### src/rtl/pipeline_hazard_ctrl_pkg.sv
// Shared encodings and helpers for the pipeline stall/flush sequencer.
package pipeline_hazard_ctrl_pkg;

    typedef enum logic [1:0] {
        MD_RUN  = 2'd0,
        MD_WAIT = 2'd1,
        MD_DONE = 2'd2
    } md_state_e;

    localparam int         MD_TIMEOUT_DEF = 64;
    localparam logic [4:0] REG_ZERO       = 5'd0;

    // Register 0 is hard-wired, so a write to it can never feed a consumer.
    function automatic logic reg_match(input logic [4:0] src, input logic [4:0] dst);
        return (src == dst) && (dst != REG_ZERO);
    endfunction

endpackage

### src/rtl/pipeline_hazard_ctrl_md_sequencer.sv
// Mul/div handshake sequencer: issues md_start, waits for md_done, and
// releases the pipeline via a watchdog if the unit never answers.
module md_sequencer
    import pipeline_hazard_ctrl_pkg::*;
#(
    parameter int MD_TIMEOUT = MD_TIMEOUT_DEF,
    parameter int CNT_W      = 7
) (
    input  logic      clk,
    input  logic      reset,
    input  logic      md_op_i,
    input  logic      md_done_i,
    output logic      md_start_o,
    output logic      md_error_o,
    output logic      mdfreeze_o,
    output md_state_e state_o
);

    localparam logic [CNT_W-1:0] CNT_LAST = CNT_W'(MD_TIMEOUT - 1);

    md_state_e        state_q, state_d;
    logic [CNT_W-1:0] cnt_q, cnt_d;
    logic             err_q, err_d;

    always_ff @(posedge clk) begin
        if (reset) begin
            state_q <= MD_RUN;
            cnt_q   <= '0;
            err_q   <= 1'b0;
        end else begin
            state_q <= state_d;
            cnt_q   <= cnt_d;
            err_q   <= err_d;
        end
    end

    // Handshake: md_start is a single-cycle request issued only from RUN;
    // md_done is a single-cycle completion pulse, honoured only in MD_WAIT.
    always_comb begin
        state_d    = state_q;
        cnt_d      = cnt_q;
        err_d      = err_q;
        md_start_o = 1'b0;
        unique case (state_q)
            MD_RUN: begin
                if (md_op_i && !reset) begin
                    md_start_o = 1'b1;
                    state_d    = MD_WAIT;
                    cnt_d      = '0;
                end
            end
            MD_WAIT: begin
                if (md_done_i) begin
                    state_d = MD_DONE;
                end else begin
                    cnt_d = cnt_q + CNT_W'(1);
                    if (cnt_q == CNT_LAST) begin
                        err_d   = 1'b1;
                        state_d = MD_DONE;
                    end
                end
            end
            MD_DONE: state_d = MD_RUN;
            default: state_d = MD_RUN;
        endcase
    end

    assign md_error_o = err_q;
    assign mdfreeze_o = (state_q == MD_WAIT) || md_start_o;
    assign state_o    = state_q;

endmodule

### src/rtl/pipeline_hazard_ctrl.sv
// Stall/flush sequencer for the 5-stage pipeline: data hazards forwarding
// cannot cover, branch squash, and the mul/div freeze.
module pipeline_hazard_ctrl
    import pipeline_hazard_ctrl_pkg::*;
#(
    parameter int MD_TIMEOUT = MD_TIMEOUT_DEF,
    parameter int CNT_W      = 7
) (
    input  logic       clk,
    input  logic       reset,
    input  logic [4:0] ID_rs,
    input  logic [4:0] ID_rt,
    input  logic       ID_uses_rs,
    input  logic       ID_uses_rt,
    input  logic       ID_is_branch,
    input  logic       ID_branch_taken,
    input  logic [4:0] ID_EX_Write_register,
    input  logic       ID_EX_RegWrite,
    input  logic       ID_EX_MemRead,
    input  logic       ID_EX_md_op,
    input  logic [4:0] EX_MEM_Write_register,
    input  logic       EX_MEM_MemRead,
    input  logic       md_done,
    output logic       PC_Write,
    output logic       IF_ID_Write,
    output logic       IF_ID_Flush,
    output logic       ID_EX_Flush,
    output logic       EX_hold,
    output logic       EX_MEM_Flush,
    output logic       md_start,
    output logic       md_error
);

    logic      mdfreeze;
    md_state_e md_state;
    logic      ex_dep, mem_dep;
    logic      lu, br1, br2, dstall;

    md_sequencer #(
        .MD_TIMEOUT (MD_TIMEOUT),
        .CNT_W      (CNT_W)
    ) u_md_seq (
        .clk        (clk),
        .reset      (reset),
        .md_op_i    (ID_EX_md_op),
        .md_done_i  (md_done),
        .md_start_o (md_start),
        .md_error_o (md_error),
        .mdfreeze_o (mdfreeze),
        .state_o    (md_state)
    );

    assign ex_dep  = (ID_uses_rs && reg_match(ID_rs, ID_EX_Write_register)) ||
                     (ID_uses_rt && reg_match(ID_rt, ID_EX_Write_register));
    assign mem_dep = (ID_uses_rs && reg_match(ID_rs, EX_MEM_Write_register)) ||
                     (ID_uses_rt && reg_match(ID_rt, EX_MEM_Write_register));

    // Branches compare in ID, so they also wait on ALU results and on loads in MEM.
    assign lu     = ID_EX_MemRead && ex_dep;
    assign br1    = ID_is_branch && ID_EX_RegWrite && ex_dep;
    assign br2    = ID_is_branch && EX_MEM_MemRead && mem_dep;
    assign dstall = lu || br1 || br2;

    always_comb begin
        PC_Write     = 1'b1;
        IF_ID_Write  = 1'b1;
        IF_ID_Flush  = 1'b0;
        ID_EX_Flush  = 1'b0;
        EX_hold      = 1'b0;
        EX_MEM_Flush = 1'b0;
        if (reset) begin
            PC_Write    = 1'b1;
            IF_ID_Write = 1'b1;
        end else if (mdfreeze) begin
            PC_Write     = 1'b0;
            IF_ID_Write  = 1'b0;
            EX_hold      = 1'b1;
            EX_MEM_Flush = 1'b1;
        end else if (dstall) begin
            PC_Write    = 1'b0;
            IF_ID_Write = 1'b0;
            ID_EX_Flush = 1'b1;
        end else begin
            IF_ID_Flush = ID_branch_taken;
        end
    end

    // The held op must not be reissued on its release cycle.
    always_comb begin
        if (!reset) assert (!((md_state == MD_DONE) && md_start));
    end

endmodule

### config.mk
export PLATFORM = sky130hd
export DESIGN_NAME = pipeline_hazard_ctrl
export DESIGN_NICKNAME = d
export VERILOG_FILES = /design/src/rtl/pipeline_hazard_ctrl_pkg.sv /design/src/rtl/pipeline_hazard_ctrl_md_sequencer.sv /design/src/rtl/pipeline_hazard_ctrl.sv
export SDC_FILE = /design/constraint.sdc
export NUM_CORES = 1
export LEC_CHECK = 0
export CELL_PAD_IN_SITES_DETAIL_PLACEMENT = 2
export CELL_PAD_IN_SITES_GLOBAL_PLACEMENT = 2
export CORE_MARGIN = 3
export CORE_UTILIZATION = 23
export CTS_CLUSTER_SIZE = 30
export DETAILED_ROUTE_END_ITERATION = 8
export PLACE_DENSITY = 0.88
export SETUP_SLACK_MARGIN = 0.15
export SLEW_MARGIN = 10
export SYNTH_ARGS = -nofsm -noshare
export SYNTH_HDL_FRONTEND = slang
export SYNTH_HIERARCHICAL = 1
export SYNTH_SLANG_ARGS = --single-unit
### constraint.sdc
create_clock -name clk -period 3.8 [get_ports clk]
set_input_delay 0.76 -clock clk [delete_from_list [all_inputs] [get_ports clk]]
set_output_delay 0.76 -clock clk [all_outputs]
set_load 0.02 [all_outputs]
# Word-level counts from Yosys, hierarchy flattened
# Index checks and enable logic that the tools add are counted.
totals:
  elab_cells: 61
  inputBits: 31
  register_bits: 10
  output_inout_bits: 8
op_classes:
  eq_ne: 9
  addsub: 1
  bitwise_logic: 1
  n_reduce_logical: 27
  mux: 20
op_table:
  columns: ["cell", "n"]
  rows:
  - ["equality test 5 bit", 4]
  - ["logical AND 1 bit", 14]
  - ["two-way mux 7 bit", 2]
  - ["case mux 7 bit (2 select lines)", 1]
  - ["two-way mux 1 bit", 13]
  - ["nonzero test 5 bit", 2]
  - ["adder 7 x 1 -> 7 bit, second input constant", 1]
  - ["equality test 7 x 6 -> 1 bit, second input constant", 1]
  - ["two-way mux 2 bit", 3]
  - ["AND reduction 3 bit", 2]
  - ["logical OR 1 bit", 5]
  - ["case mux 2 bit (2 select lines)", 1]
  - ["!= test 3 x 2 -> 1 bit, second input constant", 1]
  - ["equality test 2 x 1 -> 1 bit, second input constant", 1]
  - ["logical NOT 2 bit", 1]
  - ["!= test 2 x 1 -> 1 bit, second input constant", 1]
  - ["!= test 2 bit, second input constant", 1]
  - ["AND reduction 2 bit", 1]
  - ["nonzero test 2 bit", 1]
  - ["logical NOT 1 bit", 1]
  - ["NOT 1 bit", 1]

# Logic depth before layout (Yosys ltp)
logic_depth:
  depth_word: 10
  mapped_depth: 6
  depth_no_buf: 5

# By module
# Netlist, hierarchy kept.
by_module_without_submodules:
  columns: ["module", "seq_area_each_um2", "area_each_um2", "cells_per_inst", "n_inst"]
  rows:
  - ["md_sequencer", 200.2, 508.0, 58, 1]
  - ["pipeline_hazard_ctrl", 0.0, 321.6, 45, 1]

# Worst setup path after synthesis
# No wires, ideal clock.
synth_timing:
  path_kind: "input port to output port"
  start: "input port reset"
  end: "output port EX_hold"
  arrival_time_ns: 2.101
  path_buffers: 2
  path_slack_ns: 0.939
  cell_stages: 6
  path_cell_list: "or4b_1 > clkbuf_1 > nand2_1 > inv_1 > nor2_1 > buf_4"
synth_via:
  elab_chain_len: 7
synth_lines:
  columns: ["item", "line_no", "text"]
  rows:
  - ["from (decl)", "pipeline_hazard_ctrl.sv:10", "input logic reset,"]
  - ["logical NOT 1 bit", "pipeline_hazard_ctrl_md_sequencer.sv:46", "if (md_op_i && !reset) begin"]
  - ["logical AND 1 bit", "pipeline_hazard_ctrl_md_sequencer.sv:46", null]
  - ["two-way mux 1 bit", "pipeline_hazard_ctrl_md_sequencer.sv:46", null]
  - ["two-way mux 1 bit", "pipeline_hazard_ctrl_md_sequencer.sv:44", "unique case (state_q)"]
  - ["logical OR 1 bit", "pipeline_hazard_ctrl_md_sequencer.sv:69", "assign mdfreeze_o = (state_q == MD_WAIT) || md_start_o;"]
  - ["net mdfreeze", "pipeline_hazard_ctrl.sv:34", "logic mdfreeze;"]
  - ["two-way mux 1 bit (2 in series)", null, null]
  - ["to (decl)", "pipeline_hazard_ctrl.sv:28", "output logic EX_hold,"]
# The timed path passes the listed nets, and every way through them passes these cells.

# Worst setup path after layout
layout_timing:
  start: "input port ID_EX_md_op"
  end: "output port EX_hold"
layout_via:
  elab_chain_len: 6
layout_lines:
  columns: ["item", "line_no", "text"]
  rows:
  - ["from (decl)", "pipeline_hazard_ctrl.sv:20", "input logic ID_EX_md_op,"]
  - ["logical AND 1 bit", "pipeline_hazard_ctrl_md_sequencer.sv:46", null]
  - ["two-way mux 1 bit", "pipeline_hazard_ctrl_md_sequencer.sv:46", null]
  - ["two-way mux 1 bit", "pipeline_hazard_ctrl_md_sequencer.sv:44", null]
  - ["logical OR 1 bit", "pipeline_hazard_ctrl_md_sequencer.sv:69", null]
  - ["net mdfreeze", "pipeline_hazard_ctrl.sv:34", null]
  - ["two-way mux 1 bit", "pipeline_hazard_ctrl.sv:74", "end else if (mdfreeze) begin"]
  - ["two-way mux 1 bit", "pipeline_hazard_ctrl.sv:71", "if (reset) begin"]
# The timed path passes the listed nets, and every way through them passes these cells.

==> summary.txt <==
Run status
  • Status: finished, final reports clean

Die
  • Die H: 66.06 µm
  • # IOs: 39
  • Initial Utilization: 0.2429
  • Die area: 4363 µm²
  • Die W: 66.06 µm
  • Site row count: 21
  • Core area: 3416 µm²

Routing
  • Drt initial violations: 25
  • First-pass detailed-route iteration total: 4
  • Via count: 943
  • DRT Wirelength: 3448 µm
  • Post-route ant nets: 0
  • Wirelength per Cell: 18.15 µm
  • Vias/cell: 4.963
  • # DRC: 0

Placed design
  • Final HPWL DP: 2832 µm
  • IO buf count: 38
  • GPL Wtd Cong: 0.8742
  • Dpl ws: 0.05113 ns
  • Placed Cells: 186

Logic synthesis
  • Most used DFF post-synth: dfxtp_1
  • Syn_area_per_cell: 8.054 µm²
  • Seq/Total Area, Yosys: 0.2413
  • Post-synth EDFFs: 0
  • Post-synth top area share: 0.2413
  • Post-synth top area cell: dfxtp_1
  • Post-synth ARST share: 0
  • Yosys warning total: 6
  • Syn Std Cell Area: 829.5 µm²
  • Cell with the most instances after synthesis: xnor2_1
  • Synth area leaders: dfxtp_1 (24%), xnor2_1 (21%), a21oi_1 (4.2%)
  • Post-Synthesis Cells: 103
  • Number of synthesized register bits: 10
  • Most frequent cells after synthesis: xnor2_1 (20), dfxtp_1 (10), nand2_1 (8), a21oi_1 (7)
  • Number of distinct library cells after synthesis: 34
  • Syn nets: 135

Timing
  • Final worst setup slack: 0.3321 ns
  • Pins Over Slew Limit: 0
  • Clk_skew: 0.006367 ns
  • Setup violation total in the final timing report: 0
  • Slew @ Worst Pin: 0.7500 ns
  • Rel. slew slack: 0.4989
  • Min Hold Slack: 0.4583 ns
  • Final Critical Period: 3.468 ns
  • RSZ-0062 raised after global routing: no
  • Peak Freq: 288.4 MHz
  • Final Cycle Share: 0.9126
  • Setup_tns: 0 ns
  • Endpoints failing hold: 0

Power
  • PwrDens: 256.2 nW/µm²
  • Sw frac: 0.3133
  • Total chip power: 333.4 µW
  • Clock share of power: 0.315
  • Sequential share of power: 0.332
  • Peak VDD IR: 0.1304 mV
  • Leak: 0.4413 nW
  • P_sw: 104.5 µW
  • Power share of the combinational group: 0.353
  • Internal power: 229.0 µW

Worst setup path
  • Critical path peak fanout: 3
  • Worst setup EP type: output pin
  • Buf+Inv Stages, Crit Path: 3
  • Worst-path cell chain: clkdlybuf4s50_1 -> or4b_1 -> nand2_1 -> inv_1 -> nor2_1 -> clkdlybuf4s50_1
  • Critical Path Most Common Cell: clkdlybuf4s50_1
  • Slowest Stage Delay on Critical Path: 0.64 ns
  • WP data arrival: 2.71 ns
  • Worst setup SP type: input pin
  • Crit Path Class: input pin to output pin
  • Critical path's slowest cell: clkdlybuf4s50_1
  • Req. time, crit path: 3.04 ns
  • Top delay family on crit path: buffers and inverters

Cells and area
  • Non-filler cells, final: 190
  • FILL cells: 389
  • Area occupied by multi-input gates: 583.1 µm²
  • Antenna diode count: 0
  • Fraction of layout cells with a size suffix above 1: 0.09028
  • Post-layout nets: 177
  • Area Overhead vs Synth: 56.86%
  • Sequential Area: 200.2 µm²

CTS
  • # H-tree levels: 1
  • Clk slew on worst S/H paths: 0.08 ns
  • Total CTS buffers: 3
  • Cts hold-fix bufs: 0
  • Sink Count: 10
  • CTS root buf: clkbuf_4
  • CTS max path bufs: 2
  • Latest clock arrival within the worst-skew pair: 0.29 ns
  • CTS tree: yes

Run
  • Max Cap Viol: 0

Global routing
  • GRT overflow: 0
  • Vias in the first global route: 1,053
  • Initial antenna violation count: 0
  • Largest net degree at the start of global routing: 19
  • Gr usage total: 0.1620
  • First-pass GRT wire length: 5299 µm

Hold path
  • Worst hold-check path type: flip-flop to flip-flop
## cell usage in the layout, fill, tap and decap left out, types with 2 or more instances in the layout
| cell | n |
|---|---|
| a211oi_1 | 2 |
| a21oi_1 | 7 |
| buf_4 | 4 |
| clkbuf_4 | 3 |
| clkdlybuf4s50_1 | 34 |
| dfxtp_1 | 10 |
| dlygate4sd2_1 | 4 |
| inv_1 | 5 |
| mux2i_1 | 2 |
| nand2_1 | 8 |
| nand3_1 | 3 |
| nand3b_1 | 2 |
| nand4_1 | 5 |
| nor2_1 | 4 |
| nor3_1 | 4 |
| nor3b_1 | 4 |
| o22ai_1 | 2 |
| or3_1 | 3 |
| or4_1 | 2 |
| xnor2_1 | 20 |
## power groups by stage
stage	sequential (mW)	combinational, mW	clock [mW]
floorplan	0.112	0.0551	0
global placement	0.113	0.114	0
detailed placement	0.113	0.120	0
CTS	0.111	0.120	0.110
global route	0.111	0.128	0.113
finish	0.111	0.118	0.105
## logic make-up after synthesis
logic type / after synthesis / synth area share
fa+ha+maj: 1 / 0.01508
xor+xnor: 20 / 0.2112
simple gates: 40 / 0.2790
buf+inv: 10 / 0.05580
mux: 3 / 0.03771
flops: 10 / 0.2413
compound gates: 19 / 0.1599
## per-stage QoR
stage                       util  cell area (µm²)
after floorplan                -            829.5
after CTS                 0.3810             1301
after detailed placement  0.3718             1270
after global routing      0.3810             1301
after global placement    0.3718             1270
final                     0.3810             1301
## cell type report
| type | count | share of cell area |
|---|---|---|
| clock buffer | 4 | 0.02788 |
| inverter | 5 | 0.01442 |
| multi-input combinational | 83 | 0.4481 |
| sequential | 10 | 0.1538 |
| tap | 46 | 0.04423 |
| timing repair buffer | 42 | 0.3115 |
## what timing repair did
action | in CTS | in global routing
endpoints found under the setup margin | 4 | 0
gates resized for setup | 4 | 0
hold endpoints to repair | 0 | 0
buffers inserted | 0 | 0
## metal layers
metal	GRT usage	part of all wire	wire length [µm]
met2	0.3054	0.50	1709
met3	0.04082	0.092	318
met1	0.1704	0.40	1371
met4	0.06091	0.014	48
met5	0	0	0
## path summary, 6_finish.rpt
kind / from / endpoint / slack [ns] / depth (start not counted)
setup / recovery: ID_EX_md_op / EX_hold / 0.33 / 6
hold / removal: u_md_seq/md_error_o / u_md_seq/md_error_o / 0.46 / 2
setup reg to reg: u_md_seq/state_o[0] / u_md_seq/cnt_q[3] / 2.11 / 4
hold reg to reg: u_md_seq/md_error_o / u_md_seq/md_error_o / 0.46 / 2
## worst reg2reg max path, stage by stage (launching register included)
cell     delay, ns
dfxtp_1       0.35
or4b_1        0.55
buf_4         0.19
a21oi_1       0.14
mux2_2        0.34
## registers in the layout, summed over array words and instances, names as in the netlist
signal / count
u_md_seq/cnt_q: 7
u_md_seq/md_error_o: 1
u_md_seq/state_o: 2
Power figures use the tool's default switching activity.
